$ cat config.mk
export PLATFORM = sky130hd
export DESIGN_NAME = hazard_scoreboard_flat
export DESIGN_NICKNAME = d
export VERILOG_FILES = /design/src/rtl/hazard_scoreboard_pkg.sv /design/src/rtl/hazard_scoreboard_if.sv /design/src/rtl/hazard_scoreboard_match.sv /design/src/rtl/hazard_scoreboard.sv /design/src/flat_wrapper.sv
export SDC_FILE = /design/constraint.sdc
export NUM_CORES = 1
export LEC_CHECK = 0
export BUFFER_PORTS_ARGS = -buffer_cell sky130_fd_sc_hd__buf_2
export CAP_MARGIN = 20
export CORE_AREA = 2 2 82 91
export DETAILED_ROUTE_END_ITERATION = 10
export DIE_AREA = 0 0 84 93
export PLACE_DENSITY = 0.6
export SETUP_SLACK_MARGIN = 0.1
export SLEW_MARGIN = 0
export SYNTH_ARGS = -nofsm -noshare
export SYNTH_HDL_FRONTEND = slang
export SYNTH_HIERARCHICAL = 1
export SYNTH_SLANG_ARGS = --single-unit
$ cat constraint.sdc
create_clock -name clk -period 4.4 [get_ports clk]
set_clock_uncertainty 0.15 [all_clocks]
set_input_delay 0.66 -clock clk [delete_from_list [all_inputs] [get_ports clk]]
set_output_delay 0.66 -clock clk [all_outputs]
set_load 0.01 [all_outputs]
$ cat src/rtl/hazard_scoreboard_pkg.sv
// Shared pipeline constants for the hazard scoreboard: stage numbering,
// result-availability encodings and the stall counter ceiling.
package hazard_scoreboard_pkg;

    typedef enum logic [1:0] {
        STG_ID  = 2'd0,
        STG_EX  = 2'd1,
        STG_MEM = 2'd2,
        STG_WB  = 2'd3
    } stage_e;

    // Stage at whose end a writer's result exists.
    localparam logic [1:0] AVAIL_ALU  = 2'd1;
    localparam logic [1:0] AVAIL_LOAD = 2'd2;

    // Stage at which a source operand is consumed.
    localparam logic [1:0] NEED_ID = 2'd0;
    localparam logic [1:0] NEED_EX = 2'd1;

    localparam logic [15:0] STALL_CNT_MAX = 16'hFFFF;

endpackage

$ cat src/rtl/hazard_scoreboard_if.sv
// ID-stage request bundle and the hazard/forwarding results returned to it.
interface hazard_scoreboard_if #(
    parameter int NSRC = 2,
    parameter int AW   = 5,
    parameter int SW   = 2
);
    logic                 id_valid;
    logic                 id_flush;
    logic                 id_wr;
    logic [AW-1:0]        id_dst;
    logic [SW-1:0]        id_avail;
    logic [NSRC*AW-1:0]   id_src;
    logic [NSRC-1:0]      id_src_used;
    logic [NSRC*SW-1:0]   id_src_need;
    logic                 stall;
    logic [NSRC*SW-1:0]   fwd_id;
    logic [NSRC*SW-1:0]   fwd_ex;
    logic [15:0]          stall_cnt;

    modport master (
        output id_valid, id_flush, id_wr, id_dst, id_avail,
               id_src, id_src_used, id_src_need,
        input  stall, fwd_id, fwd_ex, stall_cnt
    );

    modport slave (
        input  id_valid, id_flush, id_wr, id_dst, id_avail,
               id_src, id_src_used, id_src_need,
        output stall, fwd_id, fwd_ex, stall_cnt
    );
endinterface

$ cat src/rtl/hazard_scoreboard_match.sv
// Priority search of one source register over all scoreboard slots.
// Slot index k+1 corresponds to flat position k; slot 1 is the youngest.
module hazard_match #(
    parameter int AW    = 5,
    parameter int SW    = 2,
    parameter int DEPTH = 3
) (
    input  logic [AW-1:0]       i_src,
    input  logic                i_used,
    input  logic [DEPTH-1:0]    i_slot_valid,
    input  logic [DEPTH*AW-1:0] i_slot_dst,
    input  logic [DEPTH*SW-1:0] i_slot_avail,
    output logic                o_hit,
    output logic [SW-1:0]       o_slot,
    output logic [SW-1:0]       o_avail
);

    // Scan oldest to youngest so the youngest matching writer is the last one assigned.
    always_comb begin
        o_hit   = 1'b0;
        o_slot  = '0;
        o_avail = '0;
        if (i_used && (i_src != '0)) begin
            for (int k = DEPTH - 1; k >= 0; k--) begin
                if (i_slot_valid[k] && (i_slot_dst[k*AW +: AW] == i_src)) begin
                    o_hit   = 1'b1;
                    o_slot  = SW'(k + 1);
                    o_avail = i_slot_avail[k*SW +: SW];
                end
            end
        end
    end

endmodule

$ cat src/rtl/hazard_scoreboard.sv
// Hazard detection and forwarding-select unit. In-flight writers are kept in
// a shift register with one slot per post-ID stage; each ID source is matched
// against it to produce the stall request and forwarding selects.
module hazard_scoreboard
    import hazard_scoreboard_pkg::*;
#(
    parameter int NSRC  = 2,
    parameter int AW    = 5,
    parameter int DEPTH = 3,
    parameter int SW    = 2
) (
    input logic              clk,
    input logic              rst,
    hazard_scoreboard_if.slave bus
);

    logic [DEPTH-1:0]    r_slot_valid;
    logic [DEPTH*AW-1:0] r_slot_dst;
    logic [DEPTH*SW-1:0] r_slot_avail;
    logic [NSRC*SW-1:0]  r_fwd_ex;
    logic [15:0]         r_stall_cnt;

    logic [NSRC-1:0]     w_hit;
    logic [NSRC*SW-1:0]  w_slot;
    logic [NSRC*SW-1:0]  w_avail;
    logic [NSRC-1:0]     w_src_stall;
    logic [NSRC*SW-1:0]  w_fwd_id;
    logic [NSRC*SW-1:0]  w_fwd_ex_next;
    logic                w_stall;
    logic                w_issue;
    logic                w_enter;

    for (genvar j = 0; j < NSRC; j++) begin : g_src
        hazard_match #(
            .AW    (AW),
            .SW    (SW),
            .DEPTH (DEPTH)
        ) u_match (
            .i_src        (bus.id_src[j*AW +: AW]),
            .i_used       (bus.id_src_used[j]),
            .i_slot_valid (r_slot_valid),
            .i_slot_dst   (r_slot_dst),
            .i_slot_avail (r_slot_avail),
            .o_hit        (w_hit[j]),
            .o_slot       (w_slot[j*SW +: SW]),
            .o_avail      (w_avail[j*SW +: SW])
        );
    end

    // Per source: stall while the value is not ready by the consuming stage, and
    // pick the slot to forward from now (ID) and one stage later (EX).
    always_comb begin
        logic [SW:0] v_slot;
        logic [SW:0] v_avail;
        logic [SW:0] v_need;
        logic [SW:0] v_next;
        w_src_stall   = '0;
        w_fwd_id      = '0;
        w_fwd_ex_next = '0;
        v_slot        = '0;
        v_avail       = '0;
        v_need        = '0;
        v_next        = '0;
        for (int j = 0; j < NSRC; j++) begin
            v_slot  = {1'b0, w_slot[j*SW +: SW]};
            v_avail = {1'b0, w_avail[j*SW +: SW]};
            v_need  = {1'b0, bus.id_src_need[j*SW +: SW]};
            v_next  = v_slot + 1'b1;
            if (w_hit[j]) begin
                if ((v_slot + v_need) <= v_avail) begin
                    w_src_stall[j] = 1'b1;
                end
                if (v_slot > v_avail) begin
                    w_fwd_id[j*SW +: SW] = w_slot[j*SW +: SW];
                end
                // Past the last slot the writer has retired and the regfile holds the value.
                if ((v_next <= (SW+1)'(DEPTH)) && (v_next > v_avail)) begin
                    w_fwd_ex_next[j*SW +: SW] = v_next[SW-1:0];
                end
            end
        end
    end

    assign w_stall = |w_src_stall;
    assign w_issue = bus.id_valid & ~bus.id_flush & ~w_stall;
    assign w_enter = w_issue & bus.id_wr & (bus.id_dst != '0);

    // Advance the scoreboard one stage, entering the issuing writer into slot 1.
    always_ff @(posedge clk or negedge rst) begin
        if (!rst) begin
            r_slot_valid <= '0;
            r_slot_dst   <= '0;
            r_slot_avail <= '0;
        end else begin
            r_slot_valid[0]     <= w_enter;
            r_slot_dst[0 +: AW] <= bus.id_dst;
            r_slot_avail[0 +: SW] <= bus.id_avail;
            for (int k = 1; k < DEPTH; k++) begin
                r_slot_valid[k]         <= r_slot_valid[k-1];
                r_slot_dst[k*AW +: AW]  <= r_slot_dst[(k-1)*AW +: AW];
                r_slot_avail[k*SW +: SW] <= r_slot_avail[(k-1)*SW +: SW];
            end
        end
    end

    // Latch the EX operand select for the issuing instruction; bubbles select the ID value.
    always_ff @(posedge clk or negedge rst) begin
        if (!rst) begin
            r_fwd_ex <= '0;
        end else if (w_issue) begin
            r_fwd_ex <= w_fwd_ex_next;
        end else begin
            r_fwd_ex <= '0;
        end
    end

    // Count stall cycles, holding at the ceiling.
    always_ff @(posedge clk or negedge rst) begin
        if (!rst) begin
            r_stall_cnt <= '0;
        end else if (w_stall && (r_stall_cnt != STALL_CNT_MAX)) begin
            r_stall_cnt <= r_stall_cnt + 16'd1;
        end
    end

    assign bus.stall     = w_stall;
    assign bus.fwd_id    = w_fwd_id;
    assign bus.fwd_ex    = r_fwd_ex;
    assign bus.stall_cnt = r_stall_cnt;

endmodule

$ cat src/flat_wrapper.sv
// flat-port wrapper written by rule: the top's interface ports become plain ports
module hazard_scoreboard_flat import hazard_scoreboard_pkg::*;
#(
    parameter int NSRC  = 2,
    parameter int AW    = 5,
    parameter int DEPTH = 3,
    parameter int SW    = 2
)
  (clk, rst, bus_id_valid, bus_id_flush, bus_id_wr, bus_id_dst, bus_id_avail, bus_id_src, bus_id_src_used, bus_id_src_need, bus_stall, bus_fwd_id, bus_fwd_ex, bus_stall_cnt);
  hazard_scoreboard_if #(.NSRC(NSRC), .AW(AW), .SW(SW)) bus_i ();
  input logic clk;
  input logic rst;
  input wire logic [$bits(bus_i.id_valid)-1:0] bus_id_valid;
  input wire logic [$bits(bus_i.id_flush)-1:0] bus_id_flush;
  input wire logic [$bits(bus_i.id_wr)-1:0] bus_id_wr;
  input wire logic [$bits(bus_i.id_dst)-1:0] bus_id_dst;
  input wire logic [$bits(bus_i.id_avail)-1:0] bus_id_avail;
  input wire logic [$bits(bus_i.id_src)-1:0] bus_id_src;
  input wire logic [$bits(bus_i.id_src_used)-1:0] bus_id_src_used;
  input wire logic [$bits(bus_i.id_src_need)-1:0] bus_id_src_need;
  output wire logic [$bits(bus_i.stall)-1:0] bus_stall;
  output wire logic [$bits(bus_i.fwd_id)-1:0] bus_fwd_id;
  output wire logic [$bits(bus_i.fwd_ex)-1:0] bus_fwd_ex;
  output wire logic [$bits(bus_i.stall_cnt)-1:0] bus_stall_cnt;
  assign bus_i.id_valid = bus_id_valid;
  assign bus_i.id_flush = bus_id_flush;
  assign bus_i.id_wr = bus_id_wr;
  assign bus_i.id_dst = bus_id_dst;
  assign bus_i.id_avail = bus_id_avail;
  assign bus_i.id_src = bus_id_src;
  assign bus_i.id_src_used = bus_id_src_used;
  assign bus_i.id_src_need = bus_id_src_need;
  assign bus_stall = bus_i.stall;
  assign bus_fwd_id = bus_i.fwd_id;
  assign bus_fwd_ex = bus_i.fwd_ex;
  assign bus_stall_cnt = bus_i.stall_cnt;
  hazard_scoreboard #(.NSRC(NSRC), .AW(AW), .DEPTH(DEPTH), .SW(SW)) u_core (.clk(clk), .rst(rst), .bus(bus_i));
endmodule
==> metrics.md, run 1 <==
| Metric | Value |
|---|---|
| Status | finished, final reports clean |
| CP startpoint kind | input port |
| Comb pwr share | 0.120 |
| Io pins | 53 |
| Worst Hold Class | in -> async |
| Clk pwr share | 0.397 |
| Vias in the first global route | ~2200 |
| Critical path fanouts, max | 4 |
| YS warnings | 6 |
| Number of synthesized flops with an enable pin | 0 |
| Critical path class | in -> out |
| CP arrival | 3.32 ns |
| RR Endpoint | u_core/bus.stall_cnt[6] |
| Antenna cells | 0 |
| CORE AREA | 6930 um^2 |
| Tmin final | 4.13 ns |
| Period utilization | 0.939 |
| Final setup viols | 0 |
| Pre-antenna DRT Iters | 4 |
| Worst hold slack | 0.103 ns |
| Total gr overflow | 0 |
| Largest net degree at the start of global routing | 45 |
| Switching power | 0.217 mW |
| Worst Setup End Kind | primary output |
| Final WS setup | 0.270 ns |
| RSZ-0062 raised after global routing | no |
| Post-Synthesis Cells | between 200 and 300 |
| Synth cell count leaders | dfrtp_1 (44), xnor2_1 (22), xor2_1 (22) |
| Area growth syn-to-layout | 23.3% |
| CP startpoint | bus_id_src[8] |
| Largest cells by area after synthesis | dfrtp_1 (41%), ha_1 (7.9%), xnor2_1 (7.2%) |
| Detailed Route Iter0 Violations | 83 |
| Register area share after synthesis | 0.410 |
| Post-synth ARST share | 1.00 |
| Critical R2R Launch | u_core/r_slot_dst[13] |
| Fin nets | 374 |
| Switching Share | 0.239 |
| R2r setup slk | 0.77 ns |
| Most common cell in the netlist | dfrtp_1 |
| WP data required | 3.59 ns |
| DP Area | roughly 3100 um^2 |
| Dpl hpwl | 4.73 mm |
| Design Power | 0.908 mW |
| Pwr per Cell Area | 274 nW/um^2 |
| Post-CTS Hold Fix Bufs | 0 |
| GRT Util Overall | 0.158 |
| Clk Latency, worst-skew pair | between 0.2 and 0.3 ns |
| Sequential share of power | 0.483 |
| Peak Freq | 242 MHz |
| Slew Viols, Final | 0 |
| CTS root buf | clkbuf_8 |
| Routability Congestion | 0.914 |
| Share of cells above drive strength 1 | 0.274 |
| Syn avg cell area | 10.5 um^2 |
| Int Pwr | 0.691 mW |
| Yosys reg bits | 44 |
| Maximum clock path buffer count | 2 |
| Rows | 32 |
| Horiz. Die Dim | 84 um |
| H-tree Lvls | 2 |
| # DRC | 0 |
| Final setup TNS | 0 ns |
| Num CTS Buffers | 5 |
| Measured slew at the worst slew-check pin | 0.431 ns |
| Most used DFF post-synth | dfrtp_1 |
| Setup WS pre-CTS | 0.118 ns |
| Share of the synthesized area in the top cell type | 0.410 |
| Post-Syn Nets | around 300 |
| DR WL/cell | around 15 um |
| Fin area | 3310 um^2 |
| Clock slew at reported path FFs | 0.08 ns |
| Final WL | 6.08 mm |
| Netlist cell types | 42 |
| Slew Limit Headroom | 0.711 |
| Area leader, netlist | dfrtp_1 |
| Initial antenna violation count | 0 |
| Vias per inst | 5.33 |
| Final Hold Viols | 0 |
| Leak Pwr | 1.54 nW |
| R2r worst-path depth | 13 |
| Vias | 2186 |
| Synth Cell Area | 2690 um^2 |
| Max Cap Violations | 0 |
| Die area | 7810 um^2 |
| Max rail drop VDD | 0.114 mV |
| First-pass GRT wire length | 9.98 mm |
| Initial Utilization | 0.388 |
| CTS tree | yes |
| # clock sinks | 44 |
| Final antenna-violating net count | 0 |
| Die Y | 93 um |
| PortBufs | between 50 and 60 |
| CP Capture Point | bus_stall |
## metrics by stage
| step | std cells | utilization |
|---|---|---|
| floorplan | 255 | - |
| global placement | 400 | 0.450 |
| detailed placement | 400 | 0.450 |
| CTS | 407 | 0.468 |
| global route | 410 | 0.478 |
| finish | 410 | 0.478 |
## worst min path at each step
stage / startpoint / endpoint / slack, ns / cells past startpoint
after floorplan: rst / u_core/bus.fwd_ex[0] / 0.21 / 0
after global placement: u_core/r_slot_valid[0] / u_core/r_slot_valid[1] / 0.26 / 0
after detailed placement: u_core/r_slot_valid[0] / u_core/r_slot_valid[1] / 0.26 / 0
after CTS: u_core/r_slot_avail[2] / u_core/r_slot_avail[4] / 0.28 / 0
after global routing: rst / u_core/r_slot_dst[7] / 0.12 / 1
final: rst / u_core/r_slot_dst[11] / 0.10 / 1
## cell type report
cell class	instances	area, um^2
Inverter	12	45.0
Fill cell	652	3610
Timing Repair Buffer	63	355
Clock inverter	2	60.1
Sequential cell	44	1100
Clock buffer	5	68.8
Tap cell	85	106
Multi-Input combinational cell	199	1580
## cell usage in the layout (no fill, tap or decap), types with 6 or more instances in the layout
cell	n
xnor2_1	22
buf_4	10
inv_1	12
nor2_1	12
buf_2	52
nand4_1	11
nor3_1	10
dfrtp_1	44
nand2_1	18
a31oi_1	6
xor2_1	22
ha_1	17
nand3_1	8
## power by group through the flow
stage                     clock, mW  combinational [mW]  sequential, mW
after floorplan                   0              0.0555           0.444
after global placement            0               0.100           0.446
after detailed placement          0               0.103           0.446
after CTS                     0.371               0.103           0.438
after global routing          0.387               0.121           0.442
final                         0.360               0.109           0.438
## what timing repair did
item	4_1_cts	5_1_grt
hold endpoints to repair	0	0
endpoints found under the setup margin	0	1
setup buffers	0	2
resized for setup	0	9
## critical path, stage by stage
cell and delay, ns:
buf_2 0.13, xor2_1 0.19, nor4_4 0.36, buf_4 0.17
nand3_2 0.10, a211oi_4 0.29, fa_1 0.46, ha_1 0.31
nor2b_2 0.15, o21ai_2 0.07, a22oi_2 0.19, inv_1 0.09
buf_2 0.14
## routing by layer
layer | track usage | share of wire | vias up
li1 | - | - | 1065
met1 | 0.217 | 0.48 | 1058
met2 | 0.258 | 0.48 | 57
met3 | 0.0256 | 0.035 | 6
met4 | 0.0497 | 0.012 | 0
met5 | 0 | 0 | -
## cells by family (layout without fill, tap and decap cells)
family	after synthesis	after routing	synth area share
muxes	1	1	0.00558
and+or+nand+nor	98	98	0.223
DFF	44	44	0.410
AOI/OAI and AO/OA	35	35	0.0931
xor gates and xnor gates	44	44	0.143
adders and majority gates	21	21	0.109
buffers and inverters	12	82	0.0168
## registers in the layout, indices dropped and copies added (netlist names)
name                  flops
u_core/r_slot_valid       3
u_core/bus.stall_cnt     16
u_core/r_slot_avail       6
u_core/bus.fwd_ex         4
u_core/r_slot_dst        15
No activity file was read; power rests on OpenSTA's default activity.
==> inputs of run 2 (changes only) <==
CORE_AREA = 2 2 80 90   (was 2 2 82 91)
DIE_AREA = 0 0 82 92   (was 0 0 84 93)
SYNTH_HIERARCHICAL = not set   (was 1)
==> metrics.md, run 2 <==
| Metric | Value |
|---|---|
| Status | finished with violations |
| Failing checks | setup timing |
| Synth Cell Area | 2570 um^2 (-4.3%) |
| Share of the synthesized area in the top cell type | 0.428 (+0.0183) |
| DP Area | 3170 um^2 (+1.6%) |
| CP max stage delay | 0.42 ns (-0.04 ns) |
| Clk Latency, worst-skew pair | 0.29 ns (about the same) |
| CP max-delay cell | fa_1 |
| Netlist cell types | 37 (-12%) |
| YS warnings | 0 (-6) |
| Area leader, netlist | dfrtp_1 |
| Initial Utilization | 0.382 (-0.00557) |
| Clock slew at reported path FFs | 0.08 ns (about the same) |
| Initial antenna violation count | 0 (unchanged) |
| CP cell instances | buf_2 > buf_4 > xor2_1 > nor4_1 > and3_1 > nor2b_4 > nor2_1 > or2_4 > clkinv_4 > ha_4 > inv_1 > fa_1 > inv_2 > ha_4 > nor2b_4 > a2bb2oi_2 > nor3b_2 > o31ai_4 > o31ai_4 > buf_2 |
| Yosys reg bits | 44 (unchanged) |
| Most used DFF post-synth | dfrtp_1 |
| DR WL/cell | 13.7 um (-7.9%) |
| # DRC | 0 (unchanged) |
| Final WL | 5.74 mm (-5.6%) |
| Io pins | 53 (unchanged) |
| Tmin final | 4.61 ns (+0.478 ns) |
| Final antenna-violating net count | 0 (unchanged) |
| Worst Hold Class | reg -> reg |
| Post-Syn Nets | 292 (-3.9%) |
| CTS root buf | clkbuf_8 |
| Period utilization | 1.05 (+0.109) |
| Final setup viols | 1 (+1) |
| Num CTS Buffers | 5 (unchanged) |
| Slew Limit Headroom | 0.614 (-0.0976) |
| Rows | 32 (unchanged) |
| Worst Setup End Kind | primary output |
| Worst hold slack | 0.233 ns (+0.131 ns) |
| Slew Viols, Final | 0 (unchanged) |
| Die Y | 92 um (-1.1%) |
| CP delay by family, top | simple AND/OR/NAND/NOR gates |
| CTS tree | yes |
| Share of cells above drive strength 1 | 0.412 (+0.138) |
| Pre-antenna DRT Iters | 4 (unchanged) |
| Total gr overflow | 0 (unchanged) |
| GRT Util Overall | 0.159 (+0.00116) |
| WP data required | 3.59 ns (about the same) |
| Vias | 2027 (-7.3%) |
| Largest cells by area after synthesis | dfrtp_1 (43%), ha_1 (8.3%), xor2_1 (8.2%) |
| Register area share after synthesis | 0.428 (+0.0183) |
| Max Cap Violations | 0 (unchanged) |
| Vias in the first global route | 2092 (-3.3%) |
| Final WS setup | -0.208 ns (-0.478 ns) |
| Vias per inst | 4.83 (-9.5%) |
| Setup WS pre-CTS | -0.272 ns (-0.391 ns) |
| Final Hold Viols | 0 (unchanged) |
| Peak Freq | 217 MHz (-10%) |
| Max rail drop VDD | 0.176 mV (+54%) |
| Dpl hpwl | 4.32 mm (-8.7%) |
| PortBufs | 52 (unchanged) |
| CP arrival | 3.80 ns (+0.48 ns) |
| Post-Synthesis Cells | 243 (-4.7%) |
| Measured slew at the worst slew-check pin | 0.579 ns (+0.148 ns) |
| Number of synthesized flops with an enable pin | 0 (unchanged) |
| Horiz. Die Dim | 82 um (-2.4%) |
| Placed insts | 403 (+0.75%) |
| Leak Pwr | 1.72 nW (+11%) |
| Largest net degree at the start of global routing | 45 (unchanged) |
| Critical path fanouts, max | 3 (-1) |
| Pwr per Cell Area | 246 nW/um^2 (-10%) |
| Die area | 7540 um^2 (-3.4%) |
| H-tree Lvls | 2 (unchanged) |
| Fin cells | 420 (+2.4%) |
| Commonest non-fill, non-tap cell in the layout | buf_2 |
| CORE AREA | 6730 um^2 (-2.9%) |
| Synth cell count leaders | dfrtp_1 (44), xor2_1 (24), xnor2_1 (21) |
| Design Power | 0.870 mW (-4.2%) |
| WP buf/inv | 6 (+2) |
| Detailed Route Iter0 Violations | 43 (-48%) |
| Commonest cells after routing, fill and taps aside | buf_2 (48), dfrtp_1 (44), buf_4 (35) |
| CP startpoint kind | input port |
| Post-synth ARST share | 1.00 (unchanged) |
| Fin area | 3540 um^2 (+6.9%) |
| Syn avg cell area | 10.6 um^2 (+0.44%) |
| Antenna cells | 0 (unchanged) |
| Maximum clock path buffer count | 2 (unchanged) |
| Most common cell in the netlist | dfrtp_1 |
| Area growth syn-to-layout | 37.6% |
| First-pass GRT wire length | 9.34 mm (-6.4%) |
| RSZ-0062 raised after global routing | yes |
| Routability Congestion | 0.848 (-7.3%) |
| Max FFs per register | 16 (unchanged) |
| # clock sinks | 44 (unchanged) |
| Critical path class | in -> out |
| Fin nets | 383 (+2.4%) |
| # fillers | 614 (-5.8%) |
## run 2: cell count changes after synthesis, moves of 5 or more
cell / previous run / this run
nand2_1: 18 / 11
o31ai_1: 5 / 0
nor3_1: 10 / 5
and3_1: 4 / 12
a21oi_1: 5 / 0
nand4_1: 11 / 5
a31oi_1: 6 / 1
## run 2: per-stage QoR
stage	setup TNS [ns]	util
2_1_floorplan	-0.00490	-
3_3_place_gp	-2.54	0.471
3_5_place_dp	-2.64	0.471
4_1_cts	-0.208	0.493
5_1_grt	-0.474	0.526
6_report	-0.208	0.526
## run 2: area by class of cell
cell class	count	area [um^2]	area share
Timing Repair Buffer	89	586	0.165
Multi-Input combinational cell	178	1560	0.440
Tap cell	85	106	0.0300
Sequential cell	44	1100	0.311
Inverter	16	67.6	0.0191
Clock inverter	2	38.8	0.0110
Clock buffer	6	82.6	0.0233
## run 2: path summary, 6_finish.rpt
path                                        start  slack (ns)                      end  cells after the start
max                                 bus_id_src[8]       -0.21                bus_stall                     20
min                        u_core.r_slot_avail[1]        0.23   u_core.r_slot_avail[3]                      0
max reg2reg                 u_core.r_slot_dst[12]        0.09     u_core.bus.fwd_ex[2]                     22
min reg2reg                u_core.r_slot_avail[1]        0.23   u_core.r_slot_avail[3]                      0
max in group asynchronous                     rst        3.13  u_core.bus.stall_cnt[9]                      3
min in group asynchronous                     rst        0.55  u_core.bus.stall_cnt[0]                      2
## run 2: timing repair
item	CTS	global route
buffers inserted	2	5
setup endpoints to repair	2	15
pin swaps	4	25
endpoints found under the hold margin	0	3
resized for setup	4	38
hold buffers	0	1
## run 2: worst reg2reg max path: stages, from the launching register on
cell and delay, ns:
dfrtp_1 0.42, buf_4 0.15, xor2_1 0.15, nor4_1 0.23, and3_2 0.25, nor2b_4 0.14
nor2_1 0.05, or2_4 0.24, clkinv_4 0.05, ha_4 0.10, inv_1 0.04, fa_1 0.49
inv_2 0.05, ha_4 0.27, nor2b_4 0.14, a2bb2oi_2 0.16, nor3b_2 0.08, o31ai_4 0.07
o31ai_4 0.13, buf_4 0.16, buf_8 0.13, or3b_4 0.44, nor3_2 0.17
## run 2: routing by layer
layer	up-vias	global-route usage	routed length, um
met1	954	0.217	2620
met3	9	0.0384	261
met2	48	0.251	2790
met5	-	0	0
li1	1016	-	-
met4	0	0.0458	68
## run 2: cells by family (layout without fill, tap and decap cells)
group / count (synthesis) / count (layout) / share of synthesized area
xor+xnor: 45 / 45 / 0.153
mux: 1 / 1 / 0.00438
fa+ha+maj: 21 / 21 / 0.114
simple gates: 91 / 91 / 0.201
flops: 44 / 44 / 0.428
buf+inv: 21 / 113 / 0.0331
compound gates: 20 / 20 / 0.0662
## run 2: power breakdown
part	internal (mW)	switching [mW]
Clock	0.186	0.139
Combinational	0.0553	0.0540
Sequential	0.419	0.0167
Total	0.660	0.210
==> inputs of run 3 (changes only) <==
RECOVER_POWER = 50   (was not set)
==> metrics.md, run 3 (synthesis results as in run 2) <==
| Metric | Value |
|---|---|
| Critical path fanouts, max | 3 (unchanged) |
| Critical path class | in -> out |
| Final WS setup | -0.203 ns (+0.00500 ns) |
| Initial Utilization | 0.382 (unchanged) |
| Commonest cells after routing, fill and taps aside | buf_2 (46), dfrtp_1 (44), buf_4 (35) |
| CTS root buf | clkbuf_8 |
| Max FFs per register | 16 (unchanged) |
| GRT Util Overall | 0.159 (unchanged) |
| Measured slew at the worst slew-check pin | 2.21 ns (+1.63 ns) |
| Register area | 1100 um^2 (unchanged) |
| Initial antenna violation count | 0 (unchanged) |
| CP startpoint kind | input port |
| Routability Congestion | 0.848 (unchanged) |
| Vias | 2016 (-0.54%) |
| WP buf/inv | 6 (unchanged) |
| PortBufs | 52 (unchanged) |
| Share of cells above drive strength 1 | 0.403 (-0.00896) |
| Worst Setup End Kind | primary output |
| CTS tree | yes |
| RSZ-0062 raised after global routing | yes |
| Pre-antenna DRT Iters | 4 (unchanged) |
| Clk Latency, worst-skew pair | 0.29 ns (about the same) |
| Max Cap Violations | 1 (+1) |
| Vias in the first global route | 2092 (unchanged) |
| Horiz. Die Dim | 82 um (unchanged) |
| Setup WS pre-CTS | -0.272 ns (unchanged) |
| DR WL/cell | 13.7 um (+0.47%) |
| Area growth syn-to-layout | 36.9% |
| # fillers | 615 (+0.16%) |
| Num CTS Buffers | 5 (unchanged) |
| Fin area | 3520 um^2 (-0.53%) |
| Final setup viols | 1 (unchanged) |
| CP max-delay cell | fa_1 |
| # clock sinks | 44 (unchanged) |
| Detailed Route Iter0 Violations | 50 (+16%) |
| Antenna cells | 0 (unchanged) |
| Period utilization | 1.05 (-0.00114) |
| First-pass GRT wire length | 9.34 mm (unchanged) |
| Die area | 7540 um^2 (unchanged) |
| Largest net degree at the start of global routing | 45 (unchanged) |
| DP Area | 3170 um^2 (unchanged) |
| Final antenna-violating net count | 0 (unchanged) |
| Failing checks | capacitance limit, slew limit, setup timing |
| CP cell instances | buf_2 > buf_4 > xor2_1 > nor4_1 > and3_1 > nor2b_4 > nor2_1 > or2_4 > clkinv_4 > ha_4 > inv_1 > fa_1 > inv_2 > ha_4 > nor2b_4 > a2bb2oi_2 > nor3b_2 > o31ai_4 > o31ai_4 > buf_2 |
| Die Y | 92 um (unchanged) |
| Fin nets | 383 (unchanged) |
| Vias per inst | 4.80 (-0.54%) |
| Rows | 32 (unchanged) |
| Commonest non-fill, non-tap cell in the layout | buf_2 |
| Tmin final | 4.60 ns (-0.00500 ns) |
| Leak Pwr | 1.70 nW (-0.80%) |
| Final Hold Viols | 0 (unchanged) |
| Final setup TNS | -0.203 ns (+0.00500 ns) |
| CORE AREA | 6730 um^2 (unchanged) |
| CP max stage delay | 0.42 ns (about the same) |
| Slew Limit Headroom | -0.476 (-1.09) |
| Final WL | 5.77 mm (+0.47%) |
| Total gr overflow | 0 (unchanged) |
| H-tree Lvls | 2 (unchanged) |
| Area occupied by multi-input gates | 1560 um^2 (unchanged) |
| Dpl hpwl | 4.32 mm (unchanged) |
| Slew Viols, Final | 42 (+42) |
| Clock slew at reported path FFs | 0.08 ns (about the same) |
| Pwr per Cell Area | 247 nW/um^2 (+0.36%) |
| CP arrival | 3.79 ns (about the same) |
| CP delay by family, top | simple AND/OR/NAND/NOR gates |
| Io pins | 53 (unchanged) |
| Max rail drop VDD | 0.175 mV (-0.11%) |
| Peak Freq | 217 MHz (+0.11%) |
| WP data required | 3.59 ns (about the same) |
| Status | finished with violations |
| Worst Hold Class | reg -> reg |
| Maximum clock path buffer count | 2 (unchanged) |
| # DRC | 0 (unchanged) |
==> run 3: report_power, final <==
group / leakage, nW / switching (mW) / internal, mW
Clock: 0.0614 / 0.139 / 0.186
Sequential: 0.564 / 0.0168 / 0.419
Combinational: 1.08 / 0.0538 / 0.0533
==> run 3: stage by stage <==
stage	hold slack [ns]	utilization	power [mW]	cells
6_report	0.234	0.524	0.868	420
5_1_grt	0.256	0.524	0.912	420
4_1_cts	0.240	0.493	0.868	413
3_5_place_dp	0.212	0.471	0.538	403
3_3_place_gp	0.210	0.471	0.536	403
2_1_floorplan	0.204	-	0.486	243
==> run 3: worst paths after layout <==
check,start,end,slack [ns],cells after the start
setup / recovery,bus_id_src[8],bus_stall,-0.20,20
hold / removal,u_core.r_slot_avail[1],u_core.r_slot_avail[3],0.23,0
setup reg to reg,u_core.r_slot_dst[12],u_core.bus.fwd_ex[2],0.08,22
hold reg to reg,u_core.r_slot_avail[1],u_core.r_slot_avail[3],0.23,0
max in group asynchronous,rst,u_core.bus.stall_cnt[9],1.22,3
min in group asynchronous,rst,u_core.bus.stall_cnt[0],0.56,2
==> run 3: layout make-up <==
type                    count  area share
multi-input cells         178       0.443
flip-flops and latches     44       0.313
repair buffers             89       0.161
well taps                  85      0.0302
clock buffers               6      0.0234
inverters                  16      0.0192
clock inverters             2      0.0110
==> run 3: per-layer routing <==
layer,share of wire,track usage,up-vias
li1,-,-,1015
met1,0.46,0.217,952
met2,0.49,0.251,40
met3,0.042,0.0384,9
met4,0.012,0.0458,0
met5,0,0,-
==> run 3: timing repair <==
action                                 4_1_cts  5_1_grt
endpoints found under the hold margin        0        3
buffers inserted                             2        5
resized for setup                            4       38
setup endpoints to repair                    2       15
hold buffers                                 0        1
pin swaps                                    4       25
